`config.mk`:
```
export PLATFORM = sky130hd
export DESIGN_NAME = mux8_rr_sched_flat
export DESIGN_NICKNAME = d
export VERILOG_FILES = /design/src/rtl/mux8_rr_sched_pkg.sv /design/src/rtl/mux8_rr_sched_if.sv /design/src/rtl/mux8_rr_sched_rr_pick8.sv /design/src/rtl/mux8_rr_sched.sv /design/src/flat_wrapper.sv
export SDC_FILE = /design/constraint.sdc
export NUM_CORES = 1
export LEC_CHECK = 0
export BUFFER_PORTS_ARGS = -buffer_cell sky130_fd_sc_hd__buf_2
export CAP_MARGIN = 25
export CORE_UTILIZATION = 38
export DETAILED_ROUTE_END_ITERATION = 7
export PLACE_DENSITY_LB_ADDON = 0.1
export SETUP_SLACK_MARGIN = 0.02
export SKIP_LAST_GASP = 1
export SLEW_MARGIN = 0
export SYNTH_ARGS = -nofsm -noshare
export SYNTH_HDL_FRONTEND = slang
export SYNTH_HIERARCHICAL = 1
export SYNTH_SLANG_ARGS = --single-unit
```
`constraint.sdc`:
```
create_clock -name clk -period 4.3 [get_ports clk]
set_input_delay 0.215 -clock clk [delete_from_list [all_inputs] [get_ports clk]]
set_output_delay 0.215 -clock clk [all_outputs]
set_load 0.1 [all_outputs]
```
`src/rtl/mux8_rr_sched_pkg.sv`:
```
// Shared constants, FSM encoding and the registered datapath record for the
// eight-way round-robin scheduler in front of l2mux.
package mux_sched_pkg;

   localparam int N_REQ = 8;
   localparam int SEL_W = 3;

   typedef enum logic [1:0] {IDLE, SETTLE, XFER} state_t;

   typedef struct packed {
      logic [SEL_W-1:0] sel;
      logic [SEL_W-1:0] ptr;
      logic [N_REQ-1:0] gnt;
      logic             vld;
      logic             data;
   } sched_reg_t;

   function automatic logic [N_REQ-1:0] onehot(input logic [SEL_W-1:0] i);
      return N_REQ'(1) << i;
   endfunction

endpackage

```
`src/rtl/mux8_rr_sched_if.sv`:
```
// Bundle between the scheduler, the shared l2mux and the downstream consumer.
interface mux8_rr_sched_if;
   import mux_sched_pkg::*;

   logic [N_REQ-1:0] req;
   logic             mux_y;
   logic             out_ready;
   logic             sabcd;
   logic             sxy;
   logic             sz;
   logic [N_REQ-1:0] gnt;
   logic             out_valid;
   logic             out_data;
   logic             busy;

   modport slave (
      input  req, mux_y, out_ready,
      output sabcd, sxy, sz, gnt, out_valid, out_data, busy
   );

   modport master (
      output req, mux_y, out_ready,
      input  sabcd, sxy, sz, gnt, out_valid, out_data, busy
   );

endinterface

```
`src/rtl/mux8_rr_sched_rr_pick8.sv`:
```
// Round-robin pick: rotate req so ptr lands on bit 0, take the lowest set bit,
// then add ptr back to get the absolute winner index.
module rr_pick8
   import mux_sched_pkg::*;
(
   input  logic [N_REQ-1:0] req,
   input  logic [SEL_W-1:0] ptr,
   output logic             any,
   output logic [SEL_W-1:0] idx
);

   logic [N_REQ-1:0] rot;
   logic [SEL_W-1:0] off;

   assign rot = N_REQ'({req, req} >> ptr);

   always_comb begin
      off = '0;
      for (int i = N_REQ - 1; i >= 0; i--)
         if (rot[i]) off = SEL_W'(i);
   end

   assign any = |req;
   assign idx = ptr + off;

endmodule

```
`src/rtl/mux8_rr_sched.sv`:
```
// Round-robin owner of the shared l2mux: selects one requester, samples y8,
// and streams up to BURST beats per grant over valid/ready.
module mux8_rr_sched
   import mux_sched_pkg::*;
#(
   parameter int BURST = 4
) (
   input  logic              clk,
   input  logic              rst_n,
   mux8_rr_sched_if.slave    bus
);

   localparam int CW = $clog2(BURST) + 1;

   state_t           state, state_nxt;
   sched_reg_t       r, r_nxt;
   logic [CW-1:0]    beat_cnt, beat_nxt, beat_inc;
   logic             any;
   logic [SEL_W-1:0] idx;
   logic             hs, rel;

   rr_pick8 u_pick (
      .req (bus.req),
      .ptr (r.ptr),
      .any (any),
      .idx (idx)
   );

   assign hs       = r.vld && bus.out_ready;
   assign beat_inc = beat_cnt + CW'(1);
   // Release is decided on the handshake itself, so a dropped request still
   // lets the already-presented beat complete.
   assign rel      = (state == XFER) && hs &&
                     ((beat_inc == CW'(BURST)) || !bus.req[r.sel]);

   always_ff @(posedge clk) begin
      if (!rst_n) state <= IDLE;
      else        state <= state_nxt;
   end

   always_comb begin
      state_nxt = state;
      case (state)
         IDLE:    if (any) state_nxt = SETTLE;
         SETTLE:  state_nxt = XFER;
         XFER:    if (rel) state_nxt = IDLE;
         default: state_nxt = IDLE;
      endcase
   end

   // sel is only ever loaded on IDLE->SETTLE, so the mux path is fixed for the burst.
   always_comb begin
      r_nxt    = r;
      beat_nxt = beat_cnt;
      case (state)
         IDLE: begin
            if (any) begin
               r_nxt.sel = idx;
               r_nxt.gnt = onehot(idx);
               beat_nxt  = '0;
            end else begin
               r_nxt.gnt = '0;
            end
         end
         SETTLE: begin
            r_nxt.data = bus.mux_y;
            r_nxt.vld  = 1'b1;
         end
         XFER: begin
            if (hs) begin
               beat_nxt = beat_inc;
               if (rel) begin
                  r_nxt.vld = 1'b0;
                  r_nxt.gnt = '0;
                  r_nxt.ptr = r.sel + 1'b1;
               end else begin
                  r_nxt.data = bus.mux_y;
               end
            end
         end
         default: ;
      endcase
   end

   always_ff @(posedge clk) begin
      if (!rst_n) begin
         r        <= '0;
         beat_cnt <= '0;
      end else begin
         r        <= r_nxt;
         beat_cnt <= beat_nxt;
      end
   end

   assign {bus.sz, bus.sxy, bus.sabcd} = r.sel;
   assign bus.gnt       = r.gnt;
   assign bus.out_valid = r.vld;
   assign bus.out_data  = r.data;
   assign bus.busy      = (state != IDLE);

endmodule

```
`src/flat_wrapper.sv`:
```
// flat-port wrapper written by rule: the top's interface ports become plain ports
module mux8_rr_sched_flat import mux_sched_pkg::*;
#(
   parameter int BURST = 4
)
  (clk, rst_n, bus_req, bus_mux_y, bus_out_ready, bus_sabcd, bus_sxy, bus_sz, bus_gnt, bus_out_valid, bus_out_data, bus_busy);
  mux8_rr_sched_if bus_i ();
  input  logic clk;
  input  logic rst_n;
  input wire logic [$bits(bus_i.req)-1:0] bus_req;
  input wire logic [$bits(bus_i.mux_y)-1:0] bus_mux_y;
  input wire logic [$bits(bus_i.out_ready)-1:0] bus_out_ready;
  output wire logic [$bits(bus_i.sabcd)-1:0] bus_sabcd;
  output wire logic [$bits(bus_i.sxy)-1:0] bus_sxy;
  output wire logic [$bits(bus_i.sz)-1:0] bus_sz;
  output wire logic [$bits(bus_i.gnt)-1:0] bus_gnt;
  output wire logic [$bits(bus_i.out_valid)-1:0] bus_out_valid;
  output wire logic [$bits(bus_i.out_data)-1:0] bus_out_data;
  output wire logic [$bits(bus_i.busy)-1:0] bus_busy;
  assign bus_i.req = bus_req;
  assign bus_i.mux_y = bus_mux_y;
  assign bus_i.out_ready = bus_out_ready;
  assign bus_sabcd = bus_i.sabcd;
  assign bus_sxy = bus_i.sxy;
  assign bus_sz = bus_i.sz;
  assign bus_gnt = bus_i.gnt;
  assign bus_out_valid = bus_i.out_valid;
  assign bus_out_data = bus_i.out_data;
  assign bus_busy = bus_i.busy;
  mux8_rr_sched #(.BURST(BURST)) u_core (.clk(clk), .rst_n(rst_n), .bus(bus_i));
endmodule
```
==> results of run 1 <==
==> cells by family after synthesis <==
family | share of synthesized area
adder cells (fa/ha/maj) | 0.04246
buffers and inverters | 0.08340
AND/OR/NAND/NOR | 0.1911
XOR/XNOR | 0.01592
AO/OA/AOI/OAI | 0.1562
flip-flops | 0.2547
multiplexers | 0.2563
==> power by group <==
| part | total, mW | switching, mW | internal [mW] |
|---|---|---|---|
| registers | 0.219 | 0.0127 | 0.206 |
| clock network | 0.129 | 0.0648 | 0.0645 |
| logic | 0.198 | 0.143 | 0.0550 |
| total | 0.546 | 0.221 | 0.325 |
==> layout make-up <==
type                       instances  area (um2)
clock buffer                       3       41.29
multi-input combinational        136        1092
timing repair buffer              25       125.1
fill                             414        2310
clock inverter                     1       5.005
tap                               50       62.56
inverter                           8       30.03
sequential                        21       420.4
==> layer usage <==
| layer | track usage | vias to the layer above | share of wire |
|---|---|---|---|
| met5 | 0 | - | 0 |
| met4 | 0.01823 | 0 | 0.0028 |
| met3 | 0.04000 | 2 | 0.039 |
| met2 | 0.2772 | 34 | 0.46 |
| met1 | 0.2140 | 659 | 0.49 |
| li1 | - | 680 | - |
==> worst min-delay path, stage by stage <==
cell	delay (ns)
buf_2	0.10
nand2_1	0.04
mux2i_1	0.05
==> per-stage QoR <==
step | hold WS [ns] | area, um2 | setup WS [ns] | total power [mW]
6_report | 0.1936 | 1777 | 0.3909 | 0.5461
5_1_grt | 0.2069 | 1777 | 0.03984 | 0.5742
4_1_cts | 0.1840 | 1777 | 0.4412 | 0.5521
3_5_place_dp | 0.4495 | 1730 | 0.4692 | 0.4208
3_3_place_gp | 0.4424 | 1730 | 0.6951 | 0.4192
2_1_floorplan | 0.3538 | 1650 | 1.055 | 0.3894
==> state kept, by name, summed over array words and instances, names as in the netlist <==
register	flops
u_core/bus.gnt	8
u_core/beat_cnt	3
u_core/state	2
u_core/bus.out_valid	1
u_core/bus.sz	1
u_core/bus.sxy	1
u_core/r	3
u_core/bus.out_data	1
u_core/bus.sabcd	1
==> synth_stat cells (2+ instances only) <==
master / instances
nand2_1: 31
dfxtp_1: 21
mux2i_1: 19
nor2_1: 10
a21oi_1: 9
buf_4: 8
inv_1: 7
mux4_1: 7
nand3_1: 5
clkbuf_1: 4
ha_1: 4
mux2_2: 3
nand4b_1: 3
o211a_1: 3
xnor2_1: 3
buf_2: 2
buf_6: 2
nand2b_1: 2
nand4_1: 2
nor2b_1: 2
nor3_1: 2
nor4_1: 2
o211ai_1: 2
o21ai_1: 2
o22ai_2: 2
==> worst paths after layout <==
check | end | slack [ns] | depth (start not counted)
setup / recovery | u_core/bus.gnt[4] | 0.39 | 14
hold reg to reg | u_core/bus.gnt[6] | 0.46 | 2
hold / removal | u_core/bus.out_data | 0.19 | 3
setup reg to reg | u_core/bus.gnt[4] | 0.39 | 14
==> flow_metrics.tcl, run 1 <==
set metrics [dict create \
    worst_pin_slew_ns 0.5467 \
    postCtsSetupBuffers 0 \
    drive_above_1_share 0.2216 \
    worst_setup_path_start_kind "flip-flop" \
    via_count 1375 \
    fmax_mhz 255.8 \
    wirelength_um 3545 \
    clk_pin_slew_ns 0.08 \
    drv_slew 0 \
    synthFlopType "dfxtp_1" \
    min_period_ns 3.909 \
    ys_types 49 \
    remaining_drc_errors 0 \
    cts_max_level 1 \
    cp-startpoint "u_core/r[11]" \
    clock_latency_ns 0.26 \
    synth_edf_count 0 \
    ys_ff_latch 21 \
    root_buffer "clkbuf_8" \
    yosys_warnings 6 \
    die_x_um 67.90 \
    post_cts_resized 0 \
    antenna_found_initial 0 \
    grt_max_degree 23 \
    io_buffers 25 \
    cp.required_ns 4.49 \
    finish.utilization 0.4348 \
    cpPeakStageDelay_ns 0.65 \
    num_antenna_cells 0 \
    yosysTopAreaCell "dfxtp_1" \
    async_reset_ff_frac 0 \
    rsz0062_at_grt "false" \
    relSlewSlack 0.6342 \
    cp_max_fo 14 \
    dp_hpwl_um 2593 \
    final_common_cell "nand2_1" \
    status "complete, no violations" \
    core-area_um2 4086 \
    initial_utilization 0.4039 \
    crit_chain "mux4_1 > mux2i_1 > o311ai_0 > a21bo_2 > a31oi_1 > ha_1 > inv_1 > fa_1 > xnor2_1 > xnor2_1 > nand2_1 > nor2_1 > nand2_1 > mux2i_1" \
    finalCritPeriodShare 0.9091 \
    die_h_um 67.90 \
    firstDrtPassIters 4 \
    die_area_um2 4610 \
    power_density_nw_per_um2 307.4 \
    hold_viol_final 0 \
    viasPerCell 5.635 \
    grt_pass1_vias 1250 \
    final-setup-viol-count 0 \
    r2r-start "u_core/r[11]" \
    critPathBufInv 1 \
    area_growth_pct 7.657 \
    ant_nets 0 \
    setup-tns-final_ns 0 \
    cts.sinks 21 \
    synth.area.top_cells "dfxtp_1 (25%), mux2i_1 (12%), mux4_1 (11%), nand2_1 (7.1%), buf_4 (3.6%)" \
    grt_pass1_wl_um 5754 \
    endpoint_kind "flip-flop" \
    stdcell_count 244 \
    p_leak_nw 0.7432 \
    grt_usage 0.1631 \
    cts_made_buffers 3 \
    cp_top_family "multiplexers" \
    holdCritStartpoint "bus_mux_y" \
    place_inst 240 \
    cts_buffer_depth 2 \
    cp.arrival_ns 4.10 \
    nets 212 \
    peakVddDrop_uv 339.5 \
    crit_type "flip-flop to flip-flop" \
    final.setup_skew_ns 0.005886 \
    placementRows 23 \
    yosysSeqAreaShare 0.2547 \
    layout_common_cells "nand2_1 (31), buf_2 (25), dfxtp_1 (21), mux2i_1 (19), nor2_1 (10)" \
    synth_fp_nets 198 \
    synthesis.area_um2 1650 \
    holdBufCountCts 0 \
    hp-class "input port to flip-flop" \
    cpMaxStageDelayCell "mux4_1" \
    pin_count 26 \
    avgSynthCellArea_um2 9.118 \
    maxCapViolCount 0 \
    yosys.area.top_type_share 0.2547 \
    grt_overflow 0 \
    syn_inst 181 \
    avgRoutedWirePerCell_um 14.53 \
    place_congestion 0.7958 \
    dr.first_iter.drc_count 49 \
    cts_tree "done" \
]
Note: power is estimated with default switching activity, not from simulation.
==> run 2, diff against run 1 <==
- CORE_ASPECT_RATIO: not set -> 1.75
==> run 2 against run 1 <==
  * Clock power barely moved
  * Total power fell by 0.65%
  * Sequential power barely moved
  * Count of clock-buffer cells in the layout rose by 1
  * Cell count fell by 0.41%
  * Critical path depth did not move
  * Sequential cell count did not move
  * Wire length fell by 0.34%
  * Via count fell by 0.87%
  * Maximum frequency rose by 1.1%
  * Largest power group unchanged
==> flow_metrics.tcl, run 2 (same netlist as run 1, synthesis figures left out) <==
set metrics [dict create \
    root_buffer "clkbuf_8" \
    cts_max_level 1 \
    p_leak_nw 0.7405 \
    worstHoldPathCells 3 \
    peakVddDrop_uv 228.7 \
    layout_common_cells "nand2_1 (31), buf_2 (25), dfxtp_1 (21), mux2i_1 (19), nor2_1 (10)" \
    die_area_um2 4621 \
    p_seq_frac 0.404 \
    rsz0062_at_grt "false" \
    io_buffers 25 \
    postCtsSetupBuffers 0 \
    grt_usage 0.1699 \
    cts_made_buffers 3 \
    firstDrtPassIters 4 \
    nets 212 \
    cts_tree "done" \
    relSlewSlack 0.5651 \
    worst_pin_slew_ns 0.6499 \
    status "complete, no violations" \
    cts_buffer_depth 2 \
    fillers 418 \
    viasPerCell 5.609 \
    place_congestion 0.7323 \
    area_growth_pct 7.506 \
    final_common_cell "nand2_1" \
    hp-class "input port to flip-flop" \
    initial_utilization 0.3976 \
    cp.arrival_ns 4.06 \
    die_h_um 89.18 \
    rr_endpoint "u_core/bus.gnt[4]" \
    cts.sinks 21 \
    power_density_nw_per_um2 305.8 \
    min_period_ns 3.866 \
    cp_max_fo 12 \
    hold_slack_ns 0.1991 \
    ff2ff_path_depth 14 \
    regToRegSetupSlack_ns 0.43 \
    cp.required_ns 4.49 \
    cp-startpoint "u_core/r[10]" \
    clk_pin_slew_ns 0.07 \
    core-area_um2 4150 \
    seq_area_um2 420.4 \
    finalCritPeriodShare 0.8990 \
    wirelength_um 3533 \
    setup-tns-final_ns 0 \
    cp_top_family "multiplexers" \
    critPathBufInv 1 \
    clock_latency_ns 0.25 \
    grt_overflow 0 \
    holdCritStartpoint "bus_mux_y" \
    drv_slew 0 \
    clkPwrFrac 0.231 \
    holdBufCountCts 0 \
    worst_setup_path_start_kind "flip-flop" \
    die_x_um 51.82 \
    grt_max_degree 23 \
    num_antenna_cells 0 \
    p_sw_frac 0.3977 \
    hold_viol_final 0 \
    pwr-share-comb 0.365 \
    avgRoutedWirePerCell_um 14.54 \
    antenna_found_initial 0 \
    multiInputGateArea_um2 1092 \
    fin_area_um2 1774 \
    remaining_drc_errors 0 \
    largest_reg_flops 8 \
    crit_type "flip-flop to flip-flop" \
    intPower_uw 326.8 \
    r2r-start "u_core/r[10]" \
    pin_count 26 \
    final-setup-viol-count 0 \
    cpPeakStageDelay_ns 0.63 \
    dr.first_iter.drc_count 22 \
    fmax_mhz 258.7 \
    via_count 1363 \
    post_cts_resized 0 \
    drive_above_1_share 0.2165 \
    grt_pass1_vias 1253 \
    ant_nets 0 \
    min_to "u_core/bus.out_data" \
    postPlaceCellArea_um2 1729 \
    final.setup_skew_ns 0.001919 \
    crit_chain "mux4_1 > mux2i_1 > o311ai_0 > a21bo_2 > a31oi_1 > ha_1 > inv_1 > fa_1 > xnor2_1 > xnor2_1 > nand2_1 > nor2_1 > nand2_1 > mux2i_1" \
    placementRows 31 \
    endpoint_kind "flip-flop" \
    p_sw_uw 215.8 \
    grt_pass1_wl_um 5913 \
    maxCapViolCount 0 \
    cpMaxStageDelayCell "mux4_1" \
    dp_hpwl_um 2720 \
]
-- run 2: cell types whose count changed in the layout (fill, tap and decap cells not counted), sizes merged --
cell    before  now
clkbuf       3    4
clkinv       1    0
-- run 2: layout make-up --
cell class              count  share of cell area
clock buffers               4             0.02539
inverters                   8             0.01693
multi-input cells         136              0.6157
flip-flops and latches     21              0.2370
well taps                  49             0.03456
repair buffers             25             0.07052
-- run 2: how the worst max path moves through the flow --
stage | to | slack [ns] | depth (start not counted)
after floorplan | u_core/bus.gnt[4] | 1.05 | 15
after global placement | u_core/bus.gnt[4] | 0.66 | 14
after detailed placement | u_core/bus.gnt[4] | 0.50 | 14
after CTS | u_core/bus.gnt[4] | 0.47 | 14
after global routing | u_core/bus.gnt[6] | 0.1 | 14
final | u_core/bus.gnt[4] | 0.43 | 14
-- run 2: metrics by stage --
| step | std cells | total power [mW] | utilization | worst slack [ns] |
|---|---|---|---|---|
| after floorplan | 181 | 0.3894 | - | 1.055 |
| after global placement | 239 | 0.4196 | 0.4166 | 0.6618 |
| after detailed placement | 239 | 0.4222 | 0.4166 | 0.4964 |
| after CTS | 243 | 0.5490 | 0.4275 | 0.4665 |
| after global routing | 243 | 0.5721 | 0.4275 | 0.09793 |
| final | 243 | 0.5425 | 0.4275 | 0.4344 |
-- run 2: power by group through the flow --
stage	Combinational [mW]	Clock [mW]	Sequential, mW
floorplan	0.138	0	0.251
global placement	0.196	0	0.223
detailed placement	0.198	0	0.224
CTS	0.199	0.131	0.219
global route	0.212	0.139	0.222
finish	0.198	0.126	0.219
-- run 2: worst register-to-register path: cells and delay by family (launching register included) --
family	cells	cell delay [ns]
multiplexers	3	1.04
adder cells (fa/ha/maj)	2	0.54
flip-flops	1	0.62
AO/OA/AOI/OAI	3	0.64
buffers and inverters	1	0.05
AND/OR/NAND/NOR	3	0.30
XOR/XNOR	2	0.61
-- run 2: per-layer routing --
metal  track usage  part of all wire
met1        0.1994              0.41
met2        0.3046              0.55
met3       0.01701             0.020
met4       0.07617             0.016
met5             0                 0
==> run 3, diff against run 2 <==
- BUFFER_PORTS_ARGS: -buffer_cell sky130_fd_sc_hd__buf_2 -> -buffer_cell sky130_fd_sc_hd__clkbuf_2
==> run 3 against run 2 <==
  * Combinational power about the same
  * Sequential power about the same
  * Worst hold slack worse by 0.0098 ns
  * Count of clock-buffer cells in the layout unchanged
  * First-iteration DRC count down 9.1%
  * Total power down 0.33%
  * Worst setup slack better by 0.086 ns
  * Final area unchanged
  * Wire length down 1.9%
  * Critical path depth unchanged
  * Clock skew up 0.00053 ns
  * Sequential cell count unchanged
==> flow_metrics.tcl, run 3 (same netlist as run 1, synthesis figures left out) <==
set metrics [dict create \
    place_congestion 0.7213 \
    antenna_found_initial 0 \
    avgRoutedWirePerCell_um 14.27 \
    finalCritPeriodShare 0.8790 \
    placementRows 31 \
    viasPerCell 5.473 \
    relSlewSlack 0.6074 \
    wirelength_um 3467 \
    firstDrtPassIters 4 \
    p_leak_nw 0.7325 \
    cts_max_level 1 \
    post_cts_resized 0 \
    cpMaxStageDelayCell "mux4_1" \
    via_count 1330 \
    die_h_um 89.18 \
    cpPeakStageDelay_ns 0.64 \
    finish.utilization 0.4275 \
    remaining_drc_errors 0 \
    cp.required_ns 4.48 \
    endpoint_kind "flip-flop" \
    cts_buffer_depth 2 \
    worst_setup_path_start_kind "flip-flop" \
    final-setup-viol-count 0 \
    hp-class "input port to flip-flop" \
    cts_made_buffers 3 \
    stdcell_count 243 \
    die_area_um2 4621 \
    grt_pass1_wl_um 5940 \
    final.setup_skew_ns 0.002448 \
    peakVddDrop_uv 321.1 \
    root_buffer "clkbuf_8" \
    die_x_um 51.82 \
    dp_hpwl_um 2700 \
    hold_slack_ns 0.1893 \
    core-area_um2 4150 \
    postCtsSetupBuffers 0 \
    dr.first_iter.drc_count 20 \
    layout_common_cells "nand2_1 (31), clkbuf_2 (25), dfxtp_1 (21), mux2i_1 (19), nor2_1 (10)" \
    io_buffers 25 \
    grt_pass1_vias 1308 \
    rsz0062_at_grt "false" \
    grt_usage 0.1685 \
    grt_max_degree 23 \
    drive_above_1_share 0.2165 \
    grt_overflow 0 \
    ant_nets 0 \
    fmax_mhz 264.6 \
    clock_latency_ns 0.25 \
    crit_type "flip-flop to flip-flop" \
    cp_max_fo 12 \
    hold_viol_final 0 \
    crit_chain "mux4_1 > mux2i_1 > o311ai_0 > a21bo_2 > a31oi_1 > ha_1 > inv_1 > fa_1 > xnor2_1 > xnor2_1 > nand2_1 > nor2_1 > nand2_1 > mux2i_1" \
    cp.arrival_ns 3.96 \
    status "complete, no violations" \
    power_density_nw_per_um2 304.8 \
    place_inst 239 \
    clk_pin_slew_ns 0.07 \
    area_growth_pct 7.506 \
    initial_utilization 0.3976 \
    worst_pin_slew_ns 0.5868 \
    holdBufCountCts 0 \
    nets 212 \
    setup-tns-final_ns 0 \
    min_period_ns 3.780 \
    largest_reg_flops 8 \
    pin_count 26 \
    final_common_cell "nand2_1" \
    cts.sinks 21 \
    cts_tree "done" \
    drv_slew 0 \
    maxCapViolCount 0 \
    num_antenna_cells 0 \
]
-- run 3: cell count changes in the layout (fill, tap and decap cells not counted), sizes merged --
cell,previous run,this run
buf,25,0
clkbuf,4,29
-- run 3: power breakdown --
| group | internal, mW | leakage, nW | switching (mW) | total (mW) |
|---|---|---|---|---|
| registers | 0.206 | 0.171 | 0.0136 | 0.220 |
| logic | 0.0543 | 0.539 | 0.143 | 0.197 |
| clock network | 0.0658 | 0.0228 | 0.0585 | 0.124 |
-- run 3: layer usage --
metal | vias to the layer above | routed length [um] | global-route usage
met4 | 0 | 17 | 0.03686
met2 | 16 | 1938 | 0.3259
met5 | - | 0 | 0
met3 | 2 | 48 | 0.01531
met1 | 633 | 1463 | 0.1943
li1 | 679 | - | -
-- run 3: worst paths after layout --
kind                     start                   to  slack [ns]  cells past startpoint
min                  bus_mux_y  u_core/bus.out_data        0.19                      3
min reg2reg  u_core/bus.gnt[4]    u_core/bus.gnt[4]        0.46                      2
max reg2reg       u_core/r[10]    u_core/bus.gnt[6]        0.52                     14
max               u_core/r[10]    u_core/bus.gnt[6]        0.52                     14
-- run 3: metrics by stage --
| stage | setup WS, ns | power (mW) | area (um2) |
|---|---|---|---|
| 3_5_place_dp | 0.5506 | 0.4222 | 1729 |
| 3_3_place_gp | 0.6614 | 0.4195 | 1729 |
| 5_1_grt | 0.2266 | 0.5700 | 1774 |
| 2_1_floorplan | 1.055 | 0.3894 | 1650 |
| 6_report | 0.5204 | 0.5408 | 1774 |
| 4_1_cts | 0.5283 | 0.5481 | 1774 |
-- run 3: final cells by class --
type                    count  area, um2
fillers                   422       2376
multi-input cells         136       1092
flip-flops and latches     21      420.4
repair buffers             25      125.1
well taps                  49      61.31
clock buffers               4      45.04
inverters                   8      30.03
-- run 3: worst max-delay path: cells and delay by family, from the launching register on --
family / cells / cell delay [ns]
mux: 3 / 1.01
simple gates: 3 / 0.29
buf+inv: 1 / 0.05
xor+xnor: 2 / 0.61
compound gates: 3 / 0.59
fa+ha+maj: 2 / 0.53
flops: 1 / 0.63
